<file path="src/rtl/dump_pkg.sv">
// Shared types for the post-halt dump engine: FSM states, stream word kinds, width helpers.
package dump_pkg;

   typedef enum logic [2:0] {
      IDLE, MEM_RD, MEM_CAP, MEM_OUT, REG_RD, REG_CAP, REG_OUT, CNT_OUT
   } dump_state_e;

   localparam logic [1:0] KIND_MEM = 2'd0;
   localparam logic [1:0] KIND_REG = 2'd1;
   localparam logic [1:0] KIND_CNT = 2'd2;

   function automatic int addr_w(input int depth);
      return (depth > 1) ? $clog2(depth) : 1;
   endfunction

   function automatic int max_w(input int a, input int b);
      return (a > b) ? a : b;
   endfunction

endpackage

</file>
<file path="src/rtl/sat_counter.sv">
// Saturating up-counter with enable and synchronous clear; holds at all-ones.
module sat_counter #(
   parameter int CNT_W = 32
) (
   input  logic             CLK,
   input  logic             rst,
   input  logic             en,
   input  logic             clr,
   output logic [CNT_W-1:0] cnt_o
);

   logic [CNT_W-1:0] cnt_q;

   always_ff @(posedge CLK or negedge rst) begin
      if (!rst) begin
         cnt_q <= '0;
      end else if (clr) begin
         cnt_q <= '0;
      end else if (en && (cnt_q != '1)) begin
         cnt_q <= cnt_q + CNT_W'(1);
      end
   end

   assign cnt_o = cnt_q;

endmodule

</file>
<file path="src/rtl/halt_dump_unit.sv">
// Post-halt dump engine: streams data memory, register file and the run cycle count,
// and checks one register against an expected value.
//
//   state   | meaning
//   IDLE    | counting cycles, waiting for halt edge or dump_req
//   MEM_RD  | memory address i presented
//   MEM_CAP | memory word captured into the output register
//   MEM_OUT | memory word offered until accepted
//   REG_RD  | register index j presented
//   REG_CAP | register word captured, CHECK_REG compared
//   REG_OUT | register word offered until accepted
//   CNT_OUT | cycle count offered with out_last
module halt_dump_unit
   import dump_pkg::*;
#(
   parameter int DATA_W    = 16,
   parameter int MEM_DEPTH = 16,
   parameter int REG_CNT   = 10,
   parameter int CNT_W     = 32,
   parameter int CHECK_REG = 7,
   localparam int MA_W     = addr_w(MEM_DEPTH),
   localparam int RA_W     = addr_w(REG_CNT),
   localparam int OUT_W    = max_w(DATA_W, CNT_W)
) (
   input  logic              CLK,
   input  logic              rst,
   input  logic              do_halt,
   input  logic              dump_req,
   output logic [MA_W-1:0]   mem_raddr,
   input  logic [DATA_W-1:0] mem_rdata,
   output logic [RA_W-1:0]   reg_raddr,
   input  logic [DATA_W-1:0] reg_rdata,
   input  logic [DATA_W-1:0] expect_val,
   output logic              out_valid,
   input  logic              out_ready,
   output logic [OUT_W-1:0]  out_data,
   output logic [1:0]        out_kind,
   output logic [7:0]        out_index,
   output logic              out_last,
   output logic              busy,
   output logic              check_pass,
   output logic              check_fail
);

   localparam logic [MA_W-1:0] MEM_LAST = MA_W'(MEM_DEPTH - 1);
   localparam logic [RA_W-1:0] REG_LAST = RA_W'(REG_CNT - 1);
   localparam logic [RA_W-1:0] REG_CHK  = RA_W'(CHECK_REG);

   dump_state_e      state_q, state_d;
   logic [MA_W-1:0]  mem_idx_q, mem_idx_d;
   logic [RA_W-1:0]  reg_idx_q, reg_idx_d;
   logic             halt_q;
   logic             valid_q, valid_d;
   logic [OUT_W-1:0] data_q, data_d;
   logic [1:0]       kind_q, kind_d;
   logic [7:0]       index_q, index_d;
   logic             last_q, last_d;
   logic             pass_q, pass_d;
   logic             fail_q, fail_d;
   logic [CNT_W-1:0] cycles;
   logic             trigger, xfer, cnt_en, cnt_clr;

   assign trigger = (halt_q & ~do_halt) | dump_req;
   assign xfer    = valid_q & out_ready;
   // The count freezes on the trigger cycle and restarts from zero once the CNT word is taken.
   assign cnt_en  = (state_q == IDLE) & ~trigger;
   assign cnt_clr = (state_q == CNT_OUT) & xfer;

   sat_counter #(.CNT_W(CNT_W)) u_cycles (
      .CLK   (CLK),
      .rst   (rst),
      .en    (cnt_en),
      .clr   (cnt_clr),
      .cnt_o (cycles)
   );

   always_ff @(posedge CLK or negedge rst) begin
      if (!rst) begin
         state_q   <= IDLE;
         mem_idx_q <= '0;
         reg_idx_q <= '0;
         halt_q    <= 1'b0;
         valid_q   <= 1'b0;
         data_q    <= '0;
         kind_q    <= 2'd0;
         index_q   <= 8'd0;
         last_q    <= 1'b0;
         pass_q    <= 1'b0;
         fail_q    <= 1'b0;
      end else begin
         state_q   <= state_d;
         mem_idx_q <= mem_idx_d;
         reg_idx_q <= reg_idx_d;
         halt_q    <= do_halt;
         valid_q   <= valid_d;
         data_q    <= data_d;
         kind_q    <= kind_d;
         index_q   <= index_d;
         last_q    <= last_d;
         pass_q    <= pass_d;
         fail_q    <= fail_d;
      end
   end

   always_comb begin
      state_d   = state_q;
      mem_idx_d = mem_idx_q;
      reg_idx_d = reg_idx_q;
      valid_d   = valid_q;
      data_d    = data_q;
      kind_d    = kind_q;
      index_d   = index_q;
      last_d    = last_q;
      pass_d    = pass_q;
      fail_d    = fail_q;
      case (state_q)
         IDLE: begin
            if (trigger) begin
               mem_idx_d = '0;
               reg_idx_d = '0;
               pass_d    = 1'b0;
               fail_d    = 1'b0;
               state_d   = MEM_RD;
            end
         end
         MEM_RD: state_d = MEM_CAP;
         MEM_CAP: begin
            data_d  = OUT_W'(mem_rdata);
            kind_d  = KIND_MEM;
            index_d = 8'(mem_idx_q);
            last_d  = 1'b0;
            valid_d = 1'b1;
            state_d = MEM_OUT;
         end
         MEM_OUT: begin
            if (xfer) begin
               valid_d = 1'b0;
               if (mem_idx_q == MEM_LAST) begin
                  reg_idx_d = '0;
                  state_d   = REG_RD;
               end else begin
                  mem_idx_d = mem_idx_q + MA_W'(1);
                  state_d   = MEM_RD;
               end
            end
         end
         REG_RD: state_d = REG_CAP;
         REG_CAP: begin
            data_d  = OUT_W'(reg_rdata);
            kind_d  = KIND_REG;
            index_d = 8'(reg_idx_q);
            last_d  = 1'b0;
            valid_d = 1'b1;
            if (reg_idx_q == REG_CHK) begin
               pass_d = (reg_rdata == expect_val);
               fail_d = (reg_rdata != expect_val);
            end
            state_d = REG_OUT;
         end
         REG_OUT: begin
            if (xfer) begin
               if (reg_idx_q == REG_LAST) begin
                  data_d  = OUT_W'(cycles);
                  kind_d  = KIND_CNT;
                  index_d = 8'd0;
                  last_d  = 1'b1;
                  state_d = CNT_OUT;
               end else begin
                  valid_d   = 1'b0;
                  reg_idx_d = reg_idx_q + RA_W'(1);
                  state_d   = REG_RD;
               end
            end
         end
         CNT_OUT: begin
            if (xfer) begin
               valid_d = 1'b0;
               last_d  = 1'b0;
               state_d = IDLE;
            end
         end
         default: state_d = IDLE;
      endcase
   end

   assign mem_raddr  = mem_idx_q;
   assign reg_raddr  = reg_idx_q;
   assign out_valid  = valid_q;
   assign out_data   = data_q;
   assign out_kind   = kind_q;
   assign out_index  = index_q;
   assign out_last   = last_q;
   assign busy       = (state_q != IDLE);
   assign check_pass = pass_q;
   assign check_fail = fail_q;

endmodule

</file>
<file path="config.mk">
export PLATFORM = sky130hd
export DESIGN_NAME = halt_dump_unit
export DESIGN_NICKNAME = d
export VERILOG_FILES = /design/src/rtl/dump_pkg.sv /design/src/rtl/sat_counter.sv /design/src/rtl/halt_dump_unit.sv
export SDC_FILE = /design/constraint.sdc
export NUM_CORES = 1
export LEC_CHECK = 0
export ABC_AREA = 1
export BUFFER_PORTS_ARGS = -buffer_cell sky130_fd_sc_hd__buf_2
export CELL_PAD_IN_SITES_DETAIL_PLACEMENT = 0
export CELL_PAD_IN_SITES_GLOBAL_PLACEMENT = 1
export CORE_ASPECT_RATIO = 0.8
export CORE_MARGIN = 5
export CORE_UTILIZATION = 35
export DETAILED_ROUTE_END_ITERATION = 6
export GPL_ROUTABILITY_DRIVEN = 0
export PLACE_DENSITY = 0.75
export SETUP_SLACK_MARGIN = 0.15
export SLEW_MARGIN = 15
export SYNTH_ARGS = -nofsm -noshare
export SYNTH_HDL_FRONTEND = slang
export SYNTH_SLANG_ARGS = --single-unit
</file>
<file path="constraint.sdc">
create_clock -name CLK -period 3.7 [get_ports CLK]
set_input_delay 1.11 -clock CLK [delete_from_list [all_inputs] [get_ports CLK]]
set_output_delay 1.11 -clock CLK [all_outputs]
set_load 0.03 [all_outputs]
</file>
==> results.md, run 1 <==
- Status: finished clean
- Int Pwr: 1.551 mW
- Row count: 38
- Num CTS Buffers: 9
- Highest Clock Rate: 415.4 MHz
- Vias: 4639
- Largest net degree at the start of global routing: 53
- Hold slack: 0.4709 ns
- First-pass GRT wire length: 23.43 mm
- Worst IR Drop VDD: 0.0002260 V
- Setup TNS: 0 ns
- DP HPWL: 11.12 mm
- PnR worst setup slack: 1.293 ns
- CTS Hold Buffers Added: 0
- Die width: 142.5 um
- Pwr/cell area: 336.3 mW/mm^2
- Max_cap viols: 0
- Endpoints failing setup: 0
- Clock Tree Buf Depth: 2
- Synthesized instance count: 662
- Unrepaired setup endpoints after global routing: false
- Number of diodes: 0
- Die H: 116.0 um
- Leak Pwr: 2.984 nW
- Pre-antenna DRT Iters: 5
- Number of DRC markers in iteration 0: 323
- Combinational share of power: 4.4%
- Async S/R FF share, synth: 100.0%
- Yosys Warn Count: 0
- Clock sink total: 86
- # IOs: 108
- Top-count cell post-synth: nand2_1
- Crit. End Element: primary output
- Crit path time final: 2.407 ns
- Residual DRC: 0
- Max-slew headroom: 44.71%
- Place WS: 1.034 ns
- Top-area cell type share of the netlist area: 43.80%
- CTS tree: built
- Core box area: 0.01365 mm^2
- Number of port buffers: 103
- Die area: 0.01652 mm^2
- Hold Fails Final Rpt: 0
- Clock latency on the worst-skew pair: 0.35 ns
- Post-synth EDFFs: 0
- CP startpoint kind: flip-flop
- Final wirelength: 14.61 mm
- Final ANT Viol Nets: 0
- Grt ovf: 0
- Postcts setup bufs: 0
- Syn_area_per_cell: 7.422 um^2
- Clock share of power: 48.0%
- Worst EP required: 2.59 ns
- Total global-route track usage: 17.99%
- Sw Pwr: 427.8 uW
- Worst-path clk slew: 0.06 ns
- Synth Flop Type: dfrtp_1
- Final Cycle Share: 65.06%
- Total power: 1.979 mW
- Via density per instance: 4.893
- Most instantiated cells after synthesis: nand2_1 (221), dfrtp_1 (86), inv_1 (55)
- Nets: 821
- Share of cells above drive strength 1: 20.18%
- Arr. time, crit path: 1.30 ns
- Tightest Pin Transition: 0.8274 ns
- Min-Delay Path Class: flip-flop to flip-flop
- Worst Path Max Fanout: 7
- Area leader, netlist: dfrtp_1
- # H-tree levels: 3
- Number of synthesized register bits: 86
- Netlist cell types: 36
- Reg power frac: 47.5%
- Seq/Total Area, Yosys: 43.80%
- Kind of critical path: flip-flop to primary output
- Initial antenna violation count: 0
- Final Max Slew Viols: 0
- CTS resizes: 0
- Initial Util: 36.01%
- Synth Cell Area: 0.004913 mm^2
- Worst-case clock skew: 0.007577 ns
- Routed wire length per instance: 15.41 um
- CTS root buf: clkbuf_16
- Synth area leaders: dfrtp_1 (44%), nand2_1 (17%), o21ai_1 (4.8%)
- Switching share of power: 21.62%
- Synthesis-to-layout area growth: 19.76%
- Vias in the first global route: 4502
-- layout by cell type, fill, tap and decap left out, drive strengths merged --
cell / synthesis / final
a22oi: 1 / 1
inv: 62 / 62
or2: 4 / 4
xor2: 15 / 15
dfrtp: 86 / 86
nor3: 7 / 7
clkinvlp: 0 / 1
a211oi: 1 / 1
clkbuf: 2 / 12
bufinv: 0 / 1
conb: 1 / 4
nor3b: 1 / 1
o22ai: 5 / 5
xnor2: 14 / 14
nand4: 11 / 11
o211ai: 3 / 3
a21oi: 23 / 23
clkinv: 1 / 2
nand3: 41 / 41
buf: 19 / 109
o21a: 2 / 2
ha: 4 / 4
nand2: 225 / 225
nand3b: 1 / 1
o21ai: 75 / 75
nor2: 58 / 58
-- logic make-up after synthesis --
kind of cell    synth area share (%)
fa+ha+maj                      1.019
xor+xnor                       5.169
flops                          43.80
compound gates                 12.38
simple gates                   29.95
other cells                  0.07632
buf+inv                        7.614
-- cell type report --
type	instances	area [um^2]
clock inverter	3	42.54
fill	1453	7761
inverter	63	236.5
tap	180	225.2
clock buffer	12	266.5
multi-input combinational	495	2399
timing repair buffer	109	563.0
sequential	86	2152
-- per-stage QoR --
| step | cells | instance area [um^2] | util [%] |
|---|---|---|---|
| floorplan | 665 | 4925 | - |
| global placement | 933 | 5575 | 40.86 |
| detailed placement | 933 | 5575 | 40.86 |
| CTS | 948 | 5884 | 43.12 |
| global route | 948 | 5884 | 43.12 |
| finish | 948 | 5884 | 43.12 |
-- power groups by stage --
| stage | combinational, mW | sequential [mW] | clock, mW |
|---|---|---|---|
| finish | 0.0871 | 0.941 | 0.951 |
| global route | 0.0996 | 0.940 | 1.02 |
| CTS | 0.0896 | 0.941 | 0.973 |
| detailed placement | 0.0891 | 0.958 | 0 |
| global placement | 0.0875 | 0.958 | 0 |
| floorplan | 0.0323 | 0.959 | 0 |
-- routing by layer --
layer | track usage [%] | part of all wire [%] | up-vias | wire length [um]
met3 | 4.455 | 5.6 | 14 | 815
li1 | - | - | 2333 | -
met2 | 27.10 | 44 | 101 | 6495
met1 | 26.00 | 49 | 2191 | 7148
met4 | 4.560 | 1.0 | 0 | 153
met5 | 0 | 0 | - | 0
-- critical path, stage by stage (launching register included) --
cell	delay (ns)
dfrtp_1	0.47
inv_1	0.11
nand3_1	0.15
buf_2	0.22
-- path summary, 6_finish.rpt --
kind / startpoint / endpoint / slack (ns) / cells after the start
setup / recovery: state_q[0]$_DFFE_PN0P_ / busy / 1.29 / 3
hold / removal: out_last$_DFFE_PN0P_ / out_last$_DFFE_PN0P_ / 0.47 / 2
setup reg to reg: state_q[2]$_DFFE_PN0P_ / out_data[23]$_DFFE_PN0P_ / 1.39 / 6
hold reg to reg: out_last$_DFFE_PN0P_ / out_last$_DFFE_PN0P_ / 0.47 / 2
max in group asynchronous: rst / reg_raddr[3]$_DFFE_PN0P_ / 2.16 / 2
min in group asynchronous: rst / out_data[19]$_DFFE_PN0P_ / 0.81 / 1
-- registers in the layout, summed over array words and instances, names as in the netlist, 2 cells and up --
signal	flops
out_index	4
out_data	32
mem_raddr	4
state_q	3
u_cycles.cnt_o	32
reg_raddr	4
out_kind	2
No activity file was read; power rests on OpenSTA's default activity.
==> inputs of run 2 (changes only) <==
--- a/config.mk
+++ b/config.mk
@@ -14,7 +14,7 @@
 export CORE_UTILIZATION = 35
 export DETAILED_ROUTE_END_ITERATION = 6
 export GPL_ROUTABILITY_DRIVEN = 0
-export PLACE_DENSITY = 0.75
+export PLACE_DENSITY = 0.78
 export SETUP_SLACK_MARGIN = 0.15
 export SLEW_MARGIN = 15
 export SYNTH_ARGS = -nofsm -noshare
==> constraint.sdc (replaced) <==
create_clock -name CLK -period 2.1 [get_ports CLK]
set_input_delay 0.63 -clock CLK [delete_from_list [all_inputs] [get_ports CLK]]
set_output_delay 0.63 -clock CLK [all_outputs]
set_load 0.03 [all_outputs]
==> run 2 against run 1 <==
Compared with the run above: via count rose by 2.6%; final area rose by 3.8%; wire length rose by 3.9%; total power rose by 68%; critical path type unchanged.
==> results.md, run 2 (synthesis results as in run 1) <==
- CP startpoint kind: flip-flop
- Core box area: 0.01365 mm^2
- Status: finished clean
- Max_cap viols: 0
- Unrepaired setup endpoints after global routing: true
- Number of diodes: 0
- # IOs: 108
- Initial antenna violation count: 0
- Worst Path Max Fanout: 7
- Final Max Slew Viols: 0
- Vias: 4760
- Residual DRC: 0
- Final wirelength: 15.18 mm
- Endpoints failing setup: 0
- Place WS: -0.009788 ns
- PnR worst setup slack: 0.1879 ns
- DRT met1 WL: 7.355 mm
- Num CTS Buffers: 9
- CTS Hold Buffers Added: 0
- Met2 WL: 6.817 mm
- CTS root buf: clkbuf_16
- Worst-path clk slew: 0.06 ns
- Die area: 0.01652 mm^2
- Post-route non-filler standard cell count: 969
- Arr. time, crit path: 1.28 ns
- Final ANT Viol Nets: 0
- Pre-antenna DRT Iters: 4
- DP HPWL: 11.54 mm
- Hold slack: 0.2721 ns
- Most common cell after layout, fill and taps aside: nand2_1
- Nets: 841
- First-pass GRT wire length: 24.70 mm
- Tightest Pin Transition: 0.5539 ns
- Number of DRC markers in iteration 0: 299
- Crit path cell chain: inv_1, nand3_2, clkbuf_4
- Highest Clock Rate: 523.0 MHz
- Grt ovf: 0
- Die width: 142.5 um
- Worst EP required: 1.47 ns
- CP top delay family: flip-flops
- Synthesis-to-layout area growth: 24.27%
- Min-Delay Path Class: input port to asynchronous set/reset pin
- Clock sink total: 86
- Max Used Layer: met4
- Most frequent cells in the layout: nand2_1 (221), buf_2 (101), dfrtp_1 (84)
- Crit path time final: 1.912 ns
- Largest net degree at the start of global routing: 41
- Setup TNS: 0 ns
- WP buf/inv: 2
- Number of port buffers: 103
- CTS tree: built
- Clock latency on the worst-skew pair: 0.35 ns
- WL met3: 820 um
- Total global-route track usage: 19.03%
- Share of cells above drive strength 1: 23.07%
- Kind of critical path: flip-flop to primary output
- Crit. End Element: primary output
- Via density per instance: 4.912
- Leak Pwr: 3.075 nW
- Cell count after placement: 947
- # H-tree levels: 3
- Row count: 38
- Max-slew headroom: 63.07%
- Slowest-stage cell, CP: dfrtp_2
- Clock Tree Buf Depth: 2
- Critical path's largest stage delay: 0.46 ns
- Worst-case clock skew: 0.007778 ns
- Vias in the first global route: 4765
- Final Cycle Share: 91.05%
- Initial Util: 36.01%
- Routed wire length per instance: 15.67 um
- Die H: 116.0 um
- Hold Fails Final Rpt: 0
- Pwr/cell area: 545.1 mW/mm^2
- Worst IR Drop VDD: 0.0003921 V
==> run 2: metal layers <==
metal	vias up	GRT usage, %
met5	-	0
met4	0	4.687
met3	16	4.868
met2	121	28.97
met1	2244	27.20
li1	2379	-
==> run 2: per-stage QoR <==
| step | util [%] | area, um^2 | power, mW |
|---|---|---|---|
| final | 44.75 | 6106 | 3.328 |
| after global routing | 44.75 | 6106 | 3.456 |
| after CTS | 44.08 | 6015 | 3.365 |
| after detailed placement | 41.81 | 5705 | 1.854 |
| after global placement | 41.81 | 5705 | 1.852 |
| after floorplan | - | 4925 | 1.746 |
==> run 2: layout make-up <==
class                   count  area [um^2]
fillers                  1419         7540
flip-flops and latches     86         2155
clock inverters             5        35.03
inverters                  63        239.0
repair buffers            128        758.2
multi-input cells         496         2451
clock buffers              11        242.7
well taps                 180        225.2
==> run 2: repair_timing <==
| action | 4_1_cts | 5_1_grt |
|---|---|---|
| setup buffers | 1 | 4 |
| endpoints found under the setup margin | 65 | 62 |
| pin swaps | 1 | 2 |
| gates resized for setup | 4 | 10 |
| gates cloned | 1 | 0 |
==> run 2: worst paths after layout <==
| check | to | cells past startpoint | slack, ns | start |
|---|---|---|---|---|
| max in group asynchronous | u_cycles.cnt_o[31]$_DFFE_PN0P_ | 2 | 1.27 | rst |
| min in group CLK | halt_q$_DFF_PN0_ | 1 | 0.40 | do_halt |
| setup reg to reg | u_cycles.cnt_o[0]$_DFFE_PN0P_ | 9 | 0.27 | u_cycles.cnt_o[12]$_DFFE_PN0P_ |
| setup / recovery | busy | 3 | 0.19 | state_q[0]$_DFFE_PN0P_ |
| hold / removal | halt_q$_DFF_PN0_ | 1 | 0.27 | rst |
| hold reg to reg | out_kind[0]$_DFFE_PN0P_ | 2 | 0.47 | out_kind[0]$_DFFE_PN0P_ |
==> run 2: power breakdown <==
| part | switching (mW) | internal (mW) |
|---|---|---|
| sequential | 0.000200 | 1.66 |
| clock | 0.677 | 0.832 |
| combinational | 0.0922 | 0.0698 |
==> inputs of run 3 (changes only) <==
--- a/config.mk
+++ b/config.mk
@@ -14,7 +14,7 @@
 export CORE_UTILIZATION = 35
 export DETAILED_ROUTE_END_ITERATION = 6
 export GPL_ROUTABILITY_DRIVEN = 0
-export PLACE_DENSITY = 0.78
+export PLACE_DENSITY_LB_ADDON = 0.1
 export SETUP_SLACK_MARGIN = 0.15
 export SLEW_MARGIN = 15
 export SYNTH_ARGS = -nofsm -noshare
==> run 3 against run 2 <==
Compared with the run above: register-to-register slack about the same; largest power group unchanged; critical path depth unchanged; critical path type unchanged; flip-flop and latch count unchanged; total power down 0.14%; clock-buffer cell count down 1; worst hold slack worse by 0.046 ns; cell count down 0.52%; largest cell class unchanged; non-clock buffer count down 4; core utilization down 0.45 points; die area unchanged.
==> results.md, run 3 (synthesis results as in run 1) <==
- Cell count after placement: 947
- Number of port buffers: 103
- Die area: 0.01652 mm^2
- Total global-route track usage: 18.91%
- Hold Fails Final Rpt: 0
- Reg power frac: 49.9%
- PnR worst setup slack: 0.2427 ns
- R2R depth: 11
- DP HPWL: 11.75 mm
- Pwr/cell area: 549.8 mW/mm^2
- Unrepaired setup endpoints after global routing: false
- Number of DRC markers in iteration 0: 251
- Num CTS Buffers: 9
- Pre-antenna DRT Iters: 5
- Max_cap viols: 0
- Final wirelength: 15.10 mm
- Crit path cell chain: inv_1, nand3_2, buf_4
- Final Cycle Share: 88.44%
- Setup TNS: 0 ns
- Worst Path Max Fanout: 7
- Synthesis-to-layout area growth: 23.02%
- # H-tree levels: 3
- Endpoints failing setup: 0
- Worst IR Drop VDD: 0.0003499 V
- Post-route non-filler standard cell count: 964
- Die H: 116.0 um
- Grt ovf: 0
- Switching share of power: 23.08%
- # IOs: 108
- Combinational share of power: 4.8%
- Status: finished clean
- CP Launch Point: state_q[0]$_DFFE_PN0P_
- Row count: 38
- Clock sink total: 86
- Share of cells above drive strength 1: 22.96%
- CTS root buf: clkbuf_16
- Most frequent cells in the layout: nand2_1 (221), buf_2 (101), dfrtp_1 (81)
- Vias: 4637
- Routed wire length per instance: 15.66 um
- Most common cell after layout, fill and taps aside: nand2_1
- CP top delay family: flip-flops
- Clock latency on the worst-skew pair: 0.35 ns
- Crit. End Element: primary output
- WP buf/inv: 2
- Residual DRC: 0
- Worst-path clk slew: 0.07 ns
- Vias in the first global route: 4579
- Highest Clock Rate: 538.4 MHz
- Worst-case clock skew: 0.008622 ns
- Arr. time, crit path: 1.23 ns
- Leak Pwr: 3.064 nW
- Die width: 142.5 um
- Final Util: 44.30%
- Initial Util: 36.01%
- Place WS: 0.1498 ns
- Total power: 3.323 mW
- Sw Pwr: 767.2 uW
- Clock share of power: 45.3%
- CP startpoint kind: flip-flop
- Min-Delay Path Class: input port to asynchronous set/reset pin
- Number of diodes: 0
- Crit path time final: 1.857 ns
- Kind of critical path: flip-flop to primary output
- Worst EP required: 1.47 ns
- Slowest-stage cell, CP: dfrtp_2
- First-pass GRT wire length: 24.44 mm
- Number of cells on the critical path: 3
- RR Startpoint: u_cycles.cnt_o[0]$_DFFE_PN0P_
- CTS tree: built
- Final ANT Viol Nets: 0
- Largest net degree at the start of global routing: 35
- Core box area: 0.01365 mm^2
- Clock Tree Buf Depth: 2
- Int Pwr: 2.556 mW
- Via density per instance: 4.810
- Nets: 836
- Final Max Slew Viols: 0
- Critical path's largest stage delay: 0.45 ns
- Initial antenna violation count: 0
==> run 3: cell types whose count changed in the layout (fill, tap and decap cells not counted), sizes merged <==
cell and delta:
a21oi -1, buf -3, clkbuf -2, clkinv +6, clkinvlp -4, inv -1
==> run 3: area by class of cell <==
class / instances / area, um^2
Timing Repair Buffer: 124 / 715.7
Clock buffer: 10 / 239.0
Inverter: 63 / 237.7
Tap cell: 180 / 225.2
Fill cell: 1449 / 7601
Multi-Input combinational cell: 495 / 2431
Clock inverter: 6 / 37.54
Sequential cell: 86 / 2158
==> run 3: power groups by stage <==
stage	clock (mW)	combinational (mW)	sequential, mW
6_report	1.51	0.159	1.66
5_1_grt	1.62	0.182	1.66
4_1_cts	1.56	0.164	1.66
3_5_place_dp	0	0.163	1.69
3_3_place_gp	0	0.160	1.69
2_1_floorplan	0	0.0569	1.69
==> run 3: stage by stage <==
stage	hold WS [ns]	cell area, um^2
floorplan	0.3344	4925
global placement	0.4493	5718
detailed placement	0.4556	5718
CTS	0.2283	5995
global route	0.2490	6045
finish	0.2259	6045
==> run 3: metal layers <==
| layer | global-route usage (%) | routed length (um) |
|---|---|---|
| met5 | 0 | 0 |
| met4 | 4.877 | 150 |
| met3 | 3.960 | 936 |
| met2 | 27.94 | 6571 |
| met1 | 28.19 | 7441 |
==> run 3: path summary, 6_finish.rpt <==
path	to	slack (ns)
max	busy	0.24
min	out_data[26]$_DFFE_PN0P_	0.23
max reg2reg	u_cycles.cnt_o[5]$_DFFE_PN0P_	0.28
min reg2reg	out_kind[1]$_DFFE_PN0P_	0.47
max in group asynchronous	out_data[14]$_DFFE_PN0P_	1.30
min in group CLK	halt_q$_DFF_PN0_	0.41
==> run 3: timing repair <==
| item | CTS | global route |
|---|---|---|
| hold buffers | 0 | 0 |
| setup endpoints to repair | 0 | 59 |
| setup buffers | 0 | 1 |
| gates resized for setup | 0 | 16 |
==> run 3: worst register-to-register path, stage by stage (launching register included) <==
cell	delay, ns
dfrtp_1	0.40
ha_1	0.19
nand2_1	0.12
nor2_4	0.16
nand2_4	0.10
nor2_8	0.15
nand2_2	0.07
nand2_2	0.12
nand2_4	0.11
buf_12	0.17
nand2_1	0.08
o21ai_2	0.05
